`src/rtl/dmem_store_buffer.sv`:
```
// Store buffer between the core's MEM-stage data port and a multi-cycle-write data RAM.
// Stores queue in a circular FIFO, drain through a req/ack handshake, and forward to loads (youngest wins).
module dmem_store_buffer #(
    parameter int DEPTH = 4
) (
    input  logic        clk,
    input  logic        reset,
    input  logic        memwrite,
    input  logic [31:0] addr,
    input  logic [31:0] wdata,
    output logic [31:0] rdata,
    output logic        full,
    output logic        empty,
    output logic        overflow,
    output logic [31:0] mem_raddr,
    input  logic [31:0] mem_rdata,
    output logic        mem_we,
    output logic [31:0] mem_waddr,
    output logic [31:0] mem_wdata,
    input  logic        mem_ack
);

    localparam int PtrW = (DEPTH > 1) ? $clog2(DEPTH) : 1;

    typedef enum logic {
        IDLE,
        WRITE
    } drainState_t;

    logic [29:0]     entryAddr [DEPTH];
    logic [31:0]     entryData [DEPTH];
    logic [PtrW-1:0] head;
    logic [PtrW-1:0] tail;
    logic [PtrW-1:0] fwdIdx;
    logic [PtrW:0]   count;
    logic [PtrW:0]   countNext;
    drainState_t     state;
    drainState_t     stateNext;
    logic            push;
    logic            pop;
    logic            drop;

    // A pop in the same cycle frees a slot, so a full buffer can still accept a store.
    assign pop       = (state == WRITE) && mem_ack;
    assign full      = (count == (PtrW+1)'(DEPTH));
    assign empty     = (count == '0);
    assign push      = memwrite && (!full || pop);
    assign drop      = memwrite && full && !pop;
    assign countNext = count + {{PtrW{1'b0}}, push} - {{PtrW{1'b0}}, pop};

    assign mem_we    = (state == WRITE);
    assign mem_waddr = {entryAddr[head], 2'b00};
    assign mem_wdata = entryData[head];
    assign mem_raddr = {addr[31:2], 2'b00};

    always_comb begin
        stateNext = state;
        case (state)
            IDLE:    if (count != '0) stateNext = WRITE;
            WRITE:   if (pop && (countNext == '0)) stateNext = IDLE;
            default: stateNext = IDLE;
        endcase
    end

    always_ff @(posedge clk) begin
        if (reset) begin
            state    <= IDLE;
            head     <= '0;
            tail     <= '0;
            count    <= '0;
            overflow <= 1'b0;
        end else begin
            state <= stateNext;
            count <= countNext;
            if (push) tail <= tail + PtrW'(1);
            if (pop)  head <= head + PtrW'(1);
            if (drop) overflow <= 1'b1;
        end
    end

    always_ff @(posedge clk) begin
        if (push) begin
            entryAddr[tail] <= addr[31:2];
            entryData[tail] <= wdata;
        end
    end

    // Walk oldest to youngest so the last match (closest to tail) wins.
    always_comb begin
        rdata  = mem_rdata;
        fwdIdx = head;
        for (int i = 0; i < DEPTH; i++) begin
            fwdIdx = head + PtrW'(i);
            if (((PtrW+1)'(i) < count) && (entryAddr[fwdIdx] == addr[31:2])) begin
                rdata = entryData[fwdIdx];
            end
        end
    end

endmodule

```
`config.mk`:
```
export PLATFORM = sky130hd
export DESIGN_NAME = dmem_store_buffer
export DESIGN_NICKNAME = d
export VERILOG_FILES = /design/src/rtl/dmem_store_buffer.sv
export SDC_FILE = /design/constraint.sdc
export NUM_CORES = 1
export LEC_CHECK = 0
export CAP_MARGIN = 10
export CELL_PAD_IN_SITES_DETAIL_PLACEMENT = 1
export CELL_PAD_IN_SITES_GLOBAL_PLACEMENT = 1
export CORE_UTILIZATION = 45
export DETAILED_ROUTE_END_ITERATION = 8
export PLACE_DENSITY = 0.88
export SLEW_MARGIN = 25
export SYNTH_ARGS = -nofsm -noshare
export SYNTH_HDL_FRONTEND = slang
export SYNTH_SLANG_ARGS = --single-unit
export TNS_END_PERCENT = 100
```
`constraint.sdc`:
```
create_clock -name clk -period 8 [get_ports clk]
set_input_delay 1.2 -clock clk [delete_from_list [all_inputs] [get_ports clk]]
set_output_delay 1.2 -clock clk [all_outputs]
set_load 0.005 [all_outputs]
```
## Word-level counts from Yosys, hierarchy flattened

Memory sizes are Yosys's and may differ from the RTL's. A register that Yosys moved wholly into a read port is not among the register bits.
Index checks and enable logic that the tools add are counted.

- Bits in registers: 9
- Bits in writable memories: 248
- Output and inout port bits: 132
- Logic and storage cells: 51
- Memories kept: 2

- Add/subtract/negate cells: 6
- Magnitude comparators: 4
- Equal/unequal tests: 5
- Multiplexer cells: 13
- Bitwise gates (word level): 1
- Reduce and logical (&&, ||, !) cells: 15

Memory list:

| name | depth | bits a word | read ports | clocked after memory_dff | wr ports | line | RTL |
|---|---|---|---|---|---|---|---|
| entryData | 4 | 32 | 4 | 1 | 1 | 31 | `logic [31:0] entryData [DEPTH];` |
| entryAddr | 4 | 30 | 4 | 1 | 1 | 30 | `logic [29:0] entryAddr [DEPTH];` |

Operator list:

| cell | number |
|---|---|
| two-way mux 32 bit | 4 |
| == test 30 bit | 4 |
| logical AND 1 bit | 9 |
| two-way mux 2 bit | 4 |
| zero test 3 bit | 2 |
| less-than comparator 1 x 3 -> 1 bit (first input constant) | 2 |
| less-than comparator 2 x 3 -> 1 bit (first input constant) | 2 |
| adder 2 x 1 -> 2 bit (second input constant) | 2 |
| adder 2 bit (second input constant) | 2 |
| two-way mux 1 bit | 4 |
| adder 3 x 1 -> 3 bit | 1 |
| == test 3 bit (second input constant) | 1 |
| nonzero test 3 bit | 1 |
| subtractor 3 x 1 -> 3 bit | 1 |
| zero test 1 bit | 2 |
| case mux 1 bit (2 select lines) | 1 |
| logical OR 1 bit | 1 |
| inverter 1 bit | 1 |

## Longest topological paths before layout

- Depth after elaboration: 10
- Gate-level depth with buffers: 15

## Worst setup path after synthesis

No wires, ideal clock.

- Path type: input to output
- Start: in addr[5]
- End: out rdata[10]
- Arrival: 3.326 ns
- Slack: 3.474 ns
- Cell stages on the path: 11
- Path buffers: 3
- Cells stage by stage: clkbuf_1 > inv_1 > o2bb2ai_1 > a2111oi_2 > nand4_1 > or4_1 > buf_6 > buf_12 > mux2_4 > nor3_2 > a211oi_2

- Word-level cells in the longest chain between the ends: 6

Ends and longest elaborated chain:

| item | line | RTL |
|---|---|---|
| start: declaration | 9 | `input logic [31:0] addr,` |
| == test 30 bit | 94 | `if (((PtrW+1)'(i) < count) && (entryAddr[fwdIdx] == addr[31:2])) begin` |
| logical AND 1 bit | 94 |  |
| two-way mux 32 bit (3 in a row) | 94 |  |
| two-way mux 32 bit * | 94 |  |
| end: declaration | 11 | `output logic [31:0] rdata,` |

Mark *: on every way between the ends. The rest lies on a longest branch, timed or not.

## Final worst setup path

- Start: reg head[1]
- End: out rdata[22]

- Word-level cells in the longest chain between the ends: 7

Ends and longest elaborated chain:

| item | line | RTL |
|---|---|---|
| start: declaration | 32 | `logic [PtrW-1:0] head;` |
| start signal: assignment | 76 | `if (pop) head <= head + PtrW'(1);` |
| adder 2 x 1 -> 2 bit | 93 | `fwdIdx = head + PtrW'(i);` |
| memory (4 x 30 bit) | - |  |
| == test 30 bit | 94 |  |
| logical AND 1 bit | 94 |  |
| two-way mux 32 bit (2 in a row) | 94 |  |
| two-way mux 32 bit * | 94 |  |

Marks and branches as above.

==> Flow_metrics.wiki <==
{| class="wikitable"
! Metric !! Value
|-
| Sequential share of the synthesized area || 41.7%
|-
| Number of distinct library cell variants in the gate-level netlist after synthesis || 70
|-
| Via count of the first global-routing pass || 13,300
|-
| Element type at the critical path start || flip-flop
|-
| Total design power || 5.00 mW
|-
| Unrepaired setup endpoints after global routing || false
|-
| Post-placement setup slack || 1.39 ns
|-
| Headroom to the max-slew limit || 35.6%
|-
| Clock network latency to the later pin of the worst-skew pair || 0.57 ns
|-
| Number of buffers inserted for hold repair after clock tree synthesis || 0
|-
| Mean instance size in the synthesized netlist || 14.7 µm²
|-
| Length of the first detailed-routing pass in iterations || 5
|-
| Number of enable flip-flop cells after synthesis || 248
|-
| Number of top-level design ports || 232
|-
| Launching element of the worst setup path || head[1]$_SDFFE_PP0P_
|-
| Worst path top cell family by delay || buffers and inverters
|-
| Maximum frequency from static timing analysis || 146 MHz
|-
| Vias/cell || 6.47
|-
| Max-capacitance violation count || 0
|-
| Total gr overflow || 0
|-
| Number of antenna violations at the first check in global routing || 1
|-
| Synthesis Warnings || 0
|-
| Post-synthesis to final-layout area growth || 17.6%
|-
| Least-Margin Pin Slew || 0.965 ns
|-
| Max clock buf depth || 3
|-
| R2r startpoint || count[2]$_SDFF_PP0_
|-
| Number of endpoints with negative hold slack in the final report || 0
|-
| All-layer global routing usage || 26.6%
|-
| Count of clock tree sinks || 259
|-
| Power per cell area || 231 nW/µm²
|-
| Estimated wirelength of the detail-placed design || 38.4 mm
|-
| Worst Path Max Fanout || 67
|-
| Count of final setup violators || 0
|-
| Top cells by area, synth || sky130_fd_sc_hd__edfxtp_1, sky130_fd_sc_hd__mux4_2, sky130_fd_sc_hd__mux2i_1
|-
| Post-synth top area cell || sky130_fd_sc_hd__edfxtp_1
|-
| Max-slew violation count || 0
|-
| Hold path startpoint || overflow$_SDFFE_PP0P_
|-
| Critical-path cell list || buf_4 > mux4_2 > xnor2_1 > nand4_1 > or4_1 > nor4_4 > buf_4 > o31ai_1 > a211oi_2 > clkdlybuf4s50_1
|-
| Crit path largest cell delay || 0.96 ns
|-
| Maximum number of pins on one net before global-route repair || 68
|-
| Core area || 40,000 µm²
|-
| Fin util || 54.1%
|-
| Gpl congestion || 0.913
|-
| Setup TNS || 0 ns
|-
| Cell with the largest stage delay on the worst path || sky130_fd_sc_hd__dfxtp_4
|-
| Leakage || 6.85 nW
|-
| First-pass GRT wire length || 84.2 mm
|-
| Fraction of registers with async set or reset after synthesis || 0%
|-
| CP Class || flip-flop to output port
|-
| Final setup skew || 0.0151 ns
|-
| Detailed Route WL || 55.2 mm
|-
| Gates resized, CTS repair || 0
|-
| Final net count || 1,498
|-
| Maximum level of the CTS H-tree || 1
|-
| VDD IR-drop max || 0.205 mV
|-
| Residual DRC || 0
|-
| Number of buffers inserted to repair setup after CTS || 0
|-
| Hold Crit Class || flip-flop to flip-flop
|-
| Starting density of the core || 46.0%
|-
| Worst path required time || 6.80 ns
|-
| Min cycle time layout || 6.85 ns
|-
| TritonCTS Buffers || 30
|-
| Post-Synthesis Cells || 1,248
|-
| Die Outline Area || 41,700 µm²
|-
| Period utilization || 85.6%
|-
| Count of buffer and inverter cells on the critical path || 3
|-
| Crit end category || output port
|-
| Rows || 73
|-
| Count of buffers inserted at the top-level ports || 225
|-
| Violation count after the first detailed-route iteration || 940
|-
| Die X || 204 µm
|-
| Number of filler cells placed in the layout || 3,807
|-
| Cell occurring most often along the worst timing path || sky130_fd_sc_hd__buf_4
|-
| Synthesis-stage register bit count || 259
|-
| Status || completed
|-
| CTS tree || yes
|-
| Routed vias || 12,600
|-
| Vert. Die Dim || 204 µm
|-
| Final Worst Setup Slack || 1.15 ns
|-
| Prevailing post-synth register cell || sky130_fd_sc_hd__edfxtp_1
|-
| CTS clock-pin slew for the worst setup and hold paths || 0.06 ns
|-
| Mapped cell area || 18,400 µm²
|-
| Wire length per cell after detailed routing || 28.4 µm
|-
| Cell at the root of the clock tree || sky130_fd_sc_hd__clkbuf_16
|-
| Remaining antenna violation count after routing || 0
|-
| Share of post-route cells with drive strength above 1 || 27.7%
|-
| Arrival time of data at the critical path endpoint || 5.65 ns
|-
| Post-synth top area share || 40.5%
|}
-- state kept, by name (all words and copies together), names as in the netlist, named ones only --
signal,count
entryAddr,120
count,3
mem_we,1
overflow,1
head,2
tail,2
entryData,128
-- final timing paths --
| kind | depth (start not counted) | end | slack [ns] |
|---|---|---|---|
| worst min register to register | 2 | overflow$_SDFFE_PP0P_ | 0.47 |
| worst max-delay path | 10 | rdata[22] | 1.15 |
| worst max register to register | 6 | entryData[0][28]$_DFFE_PP_ | 5.16 |
| worst min-delay path | 2 | overflow$_SDFFE_PP0P_ | 0.47 |
-- cell usage after synthesis, types with 5 or more instances --
cell type and n:
sky130_fd_sc_hd__buf_2 36, sky130_fd_sc_hd__a221oi_1 6, sky130_fd_sc_hd__a211oi_2 30, sky130_fd_sc_hd__o211ai_1 5, sky130_fd_sc_hd__dfxtp_1 11, sky130_fd_sc_hd__buf_6 15
sky130_fd_sc_hd__a211oi_1 6, sky130_fd_sc_hd__inv_1 49, sky130_fd_sc_hd__nor2_1 28, sky130_fd_sc_hd__nor4_1 13, sky130_fd_sc_hd__nand2_1 20, sky130_fd_sc_hd__clkbuf_1 25
sky130_fd_sc_hd__ha_1 7, sky130_fd_sc_hd__nand2b_1 35, sky130_fd_sc_hd__mux2i_1 101, sky130_fd_sc_hd__nor2b_1 12, sky130_fd_sc_hd__a2111oi_0 7, sky130_fd_sc_hd__a21oi_1 10
sky130_fd_sc_hd__o22ai_1 12, sky130_fd_sc_hd__o31ai_1 33, sky130_fd_sc_hd__o2bb2ai_1 7, sky130_fd_sc_hd__mux2_2 17, sky130_fd_sc_hd__xnor2_1 53, sky130_fd_sc_hd__buf_1 20
sky130_fd_sc_hd__mux2_4 29, sky130_fd_sc_hd__and2_1 6, sky130_fd_sc_hd__o21ai_0 14, sky130_fd_sc_hd__nor3_2 29, sky130_fd_sc_hd__edfxtp_1 248, sky130_fd_sc_hd__nand4_1 8
sky130_fd_sc_hd__xor2_1 39, sky130_fd_sc_hd__mux4_2 195, sky130_fd_sc_hd__buf_4 44, sky130_fd_sc_hd__nor3_1 11
-- per-layer routing --
metal	GRT usage, %	up-vias	part of all wire (%)
met4	7.33	0	2.7
met2	46.5	541	51
li1	-	5328	-
met3	3.11	93	6.7
met5	0	-	0
met1	35.0	6595	40
-- final cells by class --
class	instances	area, µm²	share of cell area, %
multi-input cells	798	9640	44.6
flip-flops and latches	259	7680	35.5
repair buffers	251	2470	11.4
clock buffers	38	802	3.71
well taps	525	657	3.04
inverters	50	188	0.868
clock inverters	18	183	0.845
diodes	2	5.00	0.0231
-- cell usage in the layout (no fill, tap or decap), types with 8 or more instances in the layout --
| master | instances |
|---|---|
| sky130_fd_sc_hd__nor2_1 | 28 |
| sky130_fd_sc_hd__nor3_2 | 29 |
| sky130_fd_sc_hd__nor4_1 | 13 |
| sky130_fd_sc_hd__buf_4 | 24 |
| sky130_fd_sc_hd__clkdlybuf4s50_1 | 225 |
| sky130_fd_sc_hd__clkbuf_16 | 31 |
| sky130_fd_sc_hd__o31ai_1 | 33 |
| sky130_fd_sc_hd__mux2i_1 | 101 |
| sky130_fd_sc_hd__nor3_1 | 11 |
| sky130_fd_sc_hd__mux2_2 | 17 |
| sky130_fd_sc_hd__xor2_1 | 39 |
| sky130_fd_sc_hd__xnor2_1 | 53 |
| sky130_fd_sc_hd__a211oi_2 | 30 |
| sky130_fd_sc_hd__mux4_2 | 195 |
| sky130_fd_sc_hd__o21ai_0 | 14 |
| sky130_fd_sc_hd__a21oi_1 | 10 |
| sky130_fd_sc_hd__inv_1 | 49 |
| sky130_fd_sc_hd__nand2_1 | 20 |
| sky130_fd_sc_hd__nor2b_1 | 11 |
| sky130_fd_sc_hd__mux2_4 | 29 |
| sky130_fd_sc_hd__nand4_1 | 8 |
| sky130_fd_sc_hd__o22ai_1 | 12 |
| sky130_fd_sc_hd__nand2b_1 | 35 |
| sky130_fd_sc_hd__edfxtp_1 | 248 |
-- cells by family after synthesis --
logic type,after synthesis,share of synthesized area (%)
compound gates,170,7.78
other cells,1,0.0204
simple gates,178,6.18
mux,346,33.3
fa+ha+maj,8,0.585
xor+xnor,92,4.38
flops,259,41.7
buf+inv,194,6.07
-- tightest hold or removal path, stage by stage, from the launching register on --
cell and delay (ns):
sky130_fd_sc_hd__dfxtp_1 0.33, sky130_fd_sc_hd__a31oi_1 0.04, sky130_fd_sc_hd__nor2_1 0.07
-- through the flow --
step | hold slack, ns | cells | area, µm²
after floorplan | 0.461 | 1251 | 18400
after global placement | 0.460 | 1883 | 20600
after detailed placement | 0.461 | 1883 | 20600
after CTS | 0.477 | 1939 | 21600
after global routing | 0.561 | 1939 | 21600
final | 0.471 | 1941 | 21600
-- where the power goes --
group / internal [mW] / switching, mW
logic: 0.948 / 0.850
registers: 1.65 / 0.189
clock network: 0.806 / 0.558
Note: power is estimated with default switching activity, not from simulation.
